## config.mk

```make
export PLATFORM = sky130hd
export DESIGN_NAME = board_row_store
export DESIGN_NICKNAME = d
export VERILOG_FILES = /design/src/rtl/polytris_pkg.sv /design/src/rtl/board_row_full.sv /design/src/rtl/board_row_store.sv
export SDC_FILE = /design/constraint.sdc
export NUM_CORES = 2
export LEC_CHECK = 0
export ABC_CLOCK_PERIOD_IN_PS = 3900
export CORE_ASPECT_RATIO = 2
export CORE_MARGIN = 1
export CORE_UTILIZATION = 40
export CTS_CLUSTER_DIAMETER = 100
export CTS_CLUSTER_SIZE = 20
export DETAILED_ROUTE_END_ITERATION = 6
export PLACE_DENSITY_LB_ADDON = 0.15
export SYNTH_ARGS = -nofsm -noshare
export SYNTH_HDL_FRONTEND = slang
export SYNTH_SLANG_ARGS = --single-unit
```

## constraint.sdc

```tcl
create_clock -name clk -period 3.9 [get_ports clk]
set_input_delay 0.39 -clock clk [delete_from_list [all_inputs] [get_ports clk]]
set_output_delay 0.39 -clock clk [all_outputs]
set_load 0.01 [all_outputs]
```

## src/rtl/polytris_pkg.sv

```systemverilog
// polytris_pkg: shared board geometry, row patterns and line-clear engine states
package polytris_pkg;
    localparam int ROWS_DEF = 24;
    localparam int CELL_W = 2;
    localparam int CELLS = 16;
    localparam logic [31:0] WALL_ROW = 32'hFC00_003F;
    localparam logic [31:0] FLOOR_ROW = 32'hFFFF_FFFF;
    localparam logic [31:0] WALL_MASK = 32'hFC00_003F;
    typedef logic [CELL_W-1:0] cell_t;
    typedef enum logic [1:0] {IDLE, SCAN, SHIFT, DONE} state_t;
endpackage

```

## src/rtl/board_row_full.sv

```systemverilog
// board_row_full: flags a row whose sixteen cells are all non-empty
module board_row_full
    import polytris_pkg::*;
(
    input  logic [31:0] row,
    output logic        full
);
    logic [CELLS-1:0] nz;
    for (genvar k = 0; k < CELLS; k++) begin : g_cell
        cell_t c;
        assign c = row[CELL_W*k +: CELL_W];
        assign nz[k] = |c;
    end
    assign full = &nz;
endmodule

```

## src/rtl/board_row_store.sv

```systemverilog
// board_row_store: board row RAM with line-clear engine; BOARD_LINE_TOTAL_EN adds the LINES_TOTAL counter
module board_row_store
    import polytris_pkg::*;
#(
    parameter int ROWS = ROWS_DEF
) (
    input  logic        clk,
    input  logic        reset_n,
    input  logic [10:0] RAM_ROW_ADDR,
    input  logic        RAM_RE,
    input  logic        RAM_WE,
    input  logic [31:0] RAM_WRITEDATA,
    output logic [31:0] RAM_READDATA,
    output logic        RAM_RVALID,
    output logic        RAM_BUSY,
    input  logic        CLEARLINE,
    input  logic        CLEARALL,
    output logic        CLEAR_DONE,
    output logic [2:0]  LINES_CLEARED,
    output logic [15:0] LINES_TOTAL
);
    localparam int AW = $clog2(ROWS - 1);
    localparam logic [10:0] LAST = 11'(ROWS - 1);
    localparam logic [AW-1:0] TOP = AW'(ROWS - 2);
    // the floor row is constant, so only rows 0..ROWS-2 are stored
    logic [31:0] rows [ROWS-1];
    state_t state;
    logic [AW-1:0] sp, pp, idx;
    logic [2:0] cnt;
    logic row_full, in_range, rd, wr;
    assign idx = RAM_ROW_ADDR[AW-1:0];
    assign in_range = RAM_ROW_ADDR < LAST;
    assign rd = RAM_RE && !RAM_BUSY;
    assign wr = RAM_WE && !RAM_BUSY && in_range;

    board_row_full u_full (.row(rows[sp]), .full(row_full));

    always_ff @(posedge clk or negedge reset_n) begin
        if (!reset_n) begin
            for (int i = 0; i < ROWS - 1; i++) rows[i] <= WALL_ROW;
            state <= IDLE;
            sp <= '0;
            pp <= '0;
            cnt <= '0;
            RAM_READDATA <= '0;
            RAM_RVALID <= 1'b0;
            RAM_BUSY <= 1'b0;
            CLEAR_DONE <= 1'b0;
            LINES_CLEARED <= '0;
        end else begin
            RAM_RVALID <= rd;
            if (rd) RAM_READDATA <= in_range ? rows[idx] : FLOOR_ROW;
            CLEAR_DONE <= 1'b0;
            if (CLEARALL) begin
                for (int i = 0; i < ROWS - 1; i++) rows[i] <= WALL_ROW;
                state <= IDLE;
                RAM_BUSY <= 1'b0;
            end else begin
                if (wr) rows[idx] <= RAM_WRITEDATA | WALL_MASK;
                case (state)
                    IDLE: if (CLEARLINE) begin
                        state <= SCAN;
                        sp <= TOP;
                        cnt <= '0;
                        RAM_BUSY <= 1'b1;
                    end
                    SCAN: if (row_full) begin
                        pp <= sp;
                        state <= SHIFT;
                    end else if (sp == '0) begin
                        state <= DONE;
                    end else begin
                        sp <= sp - AW'(1);
                    end
                    // returning to SCAN at the same pointer re-tests the row that just dropped in
                    SHIFT: if (pp == '0) begin
                        rows[0] <= WALL_ROW;
                        cnt <= cnt + 3'(cnt != 3'd7);
                        state <= SCAN;
                    end else begin
                        rows[pp] <= rows[pp - AW'(1)];
                        pp <= pp - AW'(1);
                    end
                    DONE: begin
                        CLEAR_DONE <= 1'b1;
                        LINES_CLEARED <= cnt;
                        RAM_BUSY <= 1'b0;
                        state <= IDLE;
                    end
                    default: state <= IDLE;
                endcase
            end
        end
    end

`ifdef BOARD_LINE_TOTAL_EN
    logic [16:0] sum;
    assign sum = {1'b0, LINES_TOTAL} + 17'(cnt);
    always_ff @(posedge clk or negedge reset_n) begin
        if (!reset_n) LINES_TOTAL <= '0;
        else if (state == DONE && !CLEARALL) LINES_TOTAL <= sum[16] ? 16'hFFFF : sum[15:0];
    end
`else
    assign LINES_TOTAL = 16'd0;
`endif
endmodule

```

==> summary.md <==
| Metric | Value |
|---|---|
| Status | complete, no violations |
| DP Area | 55,100 um2 |
| Pwr Density | 456 nW/um2 |
| Hold Startpoint | CLEARALL |
| Grt ovf | 0 |
| Utilization after layout | ~44% |
| Clock Latency Late Sink | 690 ps |
| Final TNS setup | 0 ps |
| # DRC | 0 |
| FP Rows | 185 |
| Initial antenna violation count | 18 |
| Num CTS Buffers | 45 |
| Post-route ant nets | 0 |
| Crit-path max FO | 12 |
| Most Frequent Cell on Critical Path | buf_4 |
| Largest net degree at the start of global routing | 187 |
| Worst hold path type | input port to flop |
| Leak | ~22 nW |
| Clock transition at path regs | 100 ps |
| Initial Util | 40.4% |
| Clk_skew | 63.3 ps |
| Hold Vio Cnt, Final | 0 |
| Highest clock rate | 0.273 GHz |
| Power Total | ~0.026 W |
| HPWL Detailed | 176 mm |
| Die span in x | 256 um |
| Post-synthesis cell type count | 79 |
| Final Instance Area | 56,400 um2 |
| Min Tclk post-route | 3670 ps |
| Vias per cell | between 6 and 7 |
| Worst flop-to-flop path startpoint | sp[1]$_DFFE_PN0P_ |
| Cell count after synthesis | 5,103 |
| Mean Syn Cell Area | 10.1 um2 |
| H-tree Lvls | 2 |
| Ys async rst share | 100% |
| Vias in the first global route | ~44,000 |
| Slowest CP cell | nand2_1 |
| Crit end category | flop |
| First-pass GRT wire length | 355 mm |
| RSZ-0062 raised after global routing | false |
| GRT Resource Usage Total | 38.3% |
| Max Cap Viol | 0 |
| Critical Path Max Stage Delay | a little under 700 ps |
| Setup bufs post-CTS | 0 |
| # IOs | 103 |
| CTS root buf | clkbuf_16 |
| Post-synth EDFFs | 0 |
| IO buf count | 74 |
| Critical Path Source Type | flop |
| #FFs+latches synth | 789 |
| CTS tree | built |
| Total number of vias | 45,900 |
| WP data required | 4480 ps |
| Syn-to-layout area delta | 9.59% |
| Post-Syn Area | about 51,000 um2 |
| Drt initial violations | 6,002 |
| Final Cycle Share | 94.1% |
| Final setup vio count | 0 |
| CP Class | flop to flop |
| Drt wl/cell | about 38 um |
| Sequential-to-total area share from yosys stat | 39.0% |
| Layout cells sized above 1 | 23.6% |
| Crit path from | sp[1]$_DFFE_PN0P_ |
| Die Footprint | 130,000 um2 |
| Max-slew violation count | 0 |
| Slew @ Worst Pin | 1370 ps |
| Num Clock Sinks | slightly below 800 |
| Worst IR drop on VDD | 0.550 mV |
| Final net count | 5,015 |
| Detailed-route wire length | 250 mm |
| GP Congestion | 0.997 |
| Slew HR | 7.61% |
| Clock Tree Buf Depth | 3 |
| Yosys Warn Count | 0 |
| Die H | about 510 um |
| Crit-path cells | nand2_1 -> buf_4 -> nor4_1 -> o21ai_0 -> a21oi_1 -> a2111oi_1 -> buf_4 -> inv_1 -> nand4_1 -> a21boi_1 -> a22o_1 |
| Critical Path AT | around 4300 ps |
| Post-synth top flop | dfrtp_1 |
| TritonRoute pass-1 iters | 6 |
| Core area | 127,000 um2 |
## synth_stat cells, types with 12 or more instances
library cell  number  area share [%]
a2111oi_0         26            0.44
a211oi_1         407             5.9
a21o_1           211             3.1
a21oi_1          162             1.6
a21oi_2           12            0.20
a22o_1            26            0.44
a22oi_1           23            0.34
a311oi_1          40            0.68
a31oi_1           21            0.26
and2_1            12            0.15
and3_1            12            0.15
buf_1             42            0.31
buf_2            161             1.6
buf_4             52            0.76
clkbuf_1         342             2.5
dfrtp_1          513              25
dfstp_2          276              14
inv_1             17            0.12
mux2_2            36            0.79
mux2i_1          439             8.5
mux4_2           354              15
nand2_1          446             3.3
nand3_1           22            0.21
nor2_1           590             4.3
nor3_1           329             3.2
nor4_1            13            0.16
o21ai_0          135             1.3
o21ai_1           13            0.13
o22ai_1          152             1.8
or2_1             31            0.38
or2_2             27            0.33
or3_1             21            0.26
## stage by stage
| stage | worst slack, ps | hold slack (ps) | cells |
|---|---|---|---|
| finish | 232 | 157 | 6669 |
| global route | 150 | 239 | 6655 |
| CTS | 290 | 161 | 6654 |
| detailed placement | 195 | 469 | 6593 |
| global placement | 158 | 466 | 6593 |
| floorplan | 106 | 94.4 | 5118 |
## report_power, final
part | switching, W | leakage (nW) | total (W) | internal, W
Combinational | 0.00772 | 11.5 | 0.0114 | 0.00368
Clock | 0.00316 | 0.609 | 0.00538 | 0.00222
Sequential | 0.000452 | 9.94 | 0.00897 | 0.00851
Total | 0.0113 | 22.1 | 0.0257 | 0.0144
## cell usage in the layout (no fill, tap or decap), types with 10 or more instances in the layout
master,netlist,routed
diode_2,0,15
or3_1,21,21
a211oi_1,407,407
mux2_2,36,36
o21ai_0,135,134
clkbuf_16,0,47
a311oi_1,40,40
nand3_1,22,12
conb_1,1,16
dfstp_2,276,276
a22o_1,26,26
nand3_2,0,10
buf_4,52,261
clkbuf_1,342,10
a2111oi_0,26,22
nor2_2,11,14
or2_2,27,27
and3_1,12,12
a21oi_2,12,12
mux4_2,354,354
a21oi_1,162,162
o22ai_1,152,152
dfrtp_1,513,511
a31oi_1,21,21
a21o_1,211,211
nor3_1,329,329
and2_1,12,12
nand2b_1,11,10
buf_12,0,57
o21ai_2,9,21
clkdlybuf4s50_1,0,63
mux2i_1,439,439
nor2_1,590,570
nor4_1,13,13
nor2_4,4,21
nand2_1,446,445
a22oi_1,23,23
or2_1,31,31
inv_1,17,15
## layer usage
| layer | vias up | GRT usage, % | share of wire [%] |
|---|---|---|---|
| met1 | 23400 | 42.2 | 33 |
| met4 | 6 | 37.1 | 12 |
| li1 | 18800 | - | - |
| met3 | 874 | 5.46 | 6.9 |
| met5 | - | 0 | 0.016 |
| met2 | 2899 | 63.3 | 48 |
## worst paths after layout
path,to,cells after the start,slack [ps]
max,pp[3]$_DFFE_PN0P_,11,230
min,RAM_BUSY$_DFFE_PN0P_,2,160
max reg2reg,pp[3]$_DFFE_PN0P_,11,230
min reg2reg,LINES_CLEARED[1]$_DFFE_PN0P_,2,480
max in group asynchronous,rows[665]$_DFF_PN0_,3,2390
min in group asynchronous,rows[359]$_DFF_PN0_,2,400
## cells by family (layout without fill, tap and decap cells)
| kind of cell | count (synthesis) | in the layout | synth area share (%) |
|---|---|---|---|
| buffers and inverters | 618 | 471 | 5.32 |
| xor gates and xnor gates | 6 | 6 | 0.131 |
| DFF | 789 | 789 | 39.0 |
| adders and majority gates | 8 | 8 | 0.194 |
| AOI/OAI and AO/OA | 1298 | 1298 | 17.4 |
| and+or+nand+nor | 1553 | 1553 | 13.1 |
| other | 1 | 31 | 0.00729 |
| muxes | 830 | 830 | 24.8 |
## layout make-up
cell class	count	area, um2
multi-input combinational	3711	29000
antenna	15	37.5
tap	1683	2110
fill	12200	70900
timing repair buffer	393	3840
clock buffer	58	1230
clock inverter	2	20.0
inverter	18	73.8
sequential	789	20100
## critical path: cells and delay by family (launching register included)
kind,cells,cell delay (ps)
AO/OA/AOI/OAI,5,1120
AND/OR/NAND/NOR,3,1100
buffers and inverters,3,710
flip-flops,1,630
## state kept, by name, indices dropped and copies added (netlist names)
name and cells:
CLEAR_DONE 1, state 2, LINES_CLEARED 3, pp 5, sp 5, rows 736, RAM_RVALID 1, RAM_BUSY 1
cnt 3, RAM_READDATA 32
## timing repair
item	CTS	global route
gates resized for setup	0	1
hold buffers	1	0
hold endpoints to repair	43	0
setup endpoints to repair	0	5
Note: power is estimated with default switching activity, not from simulation.
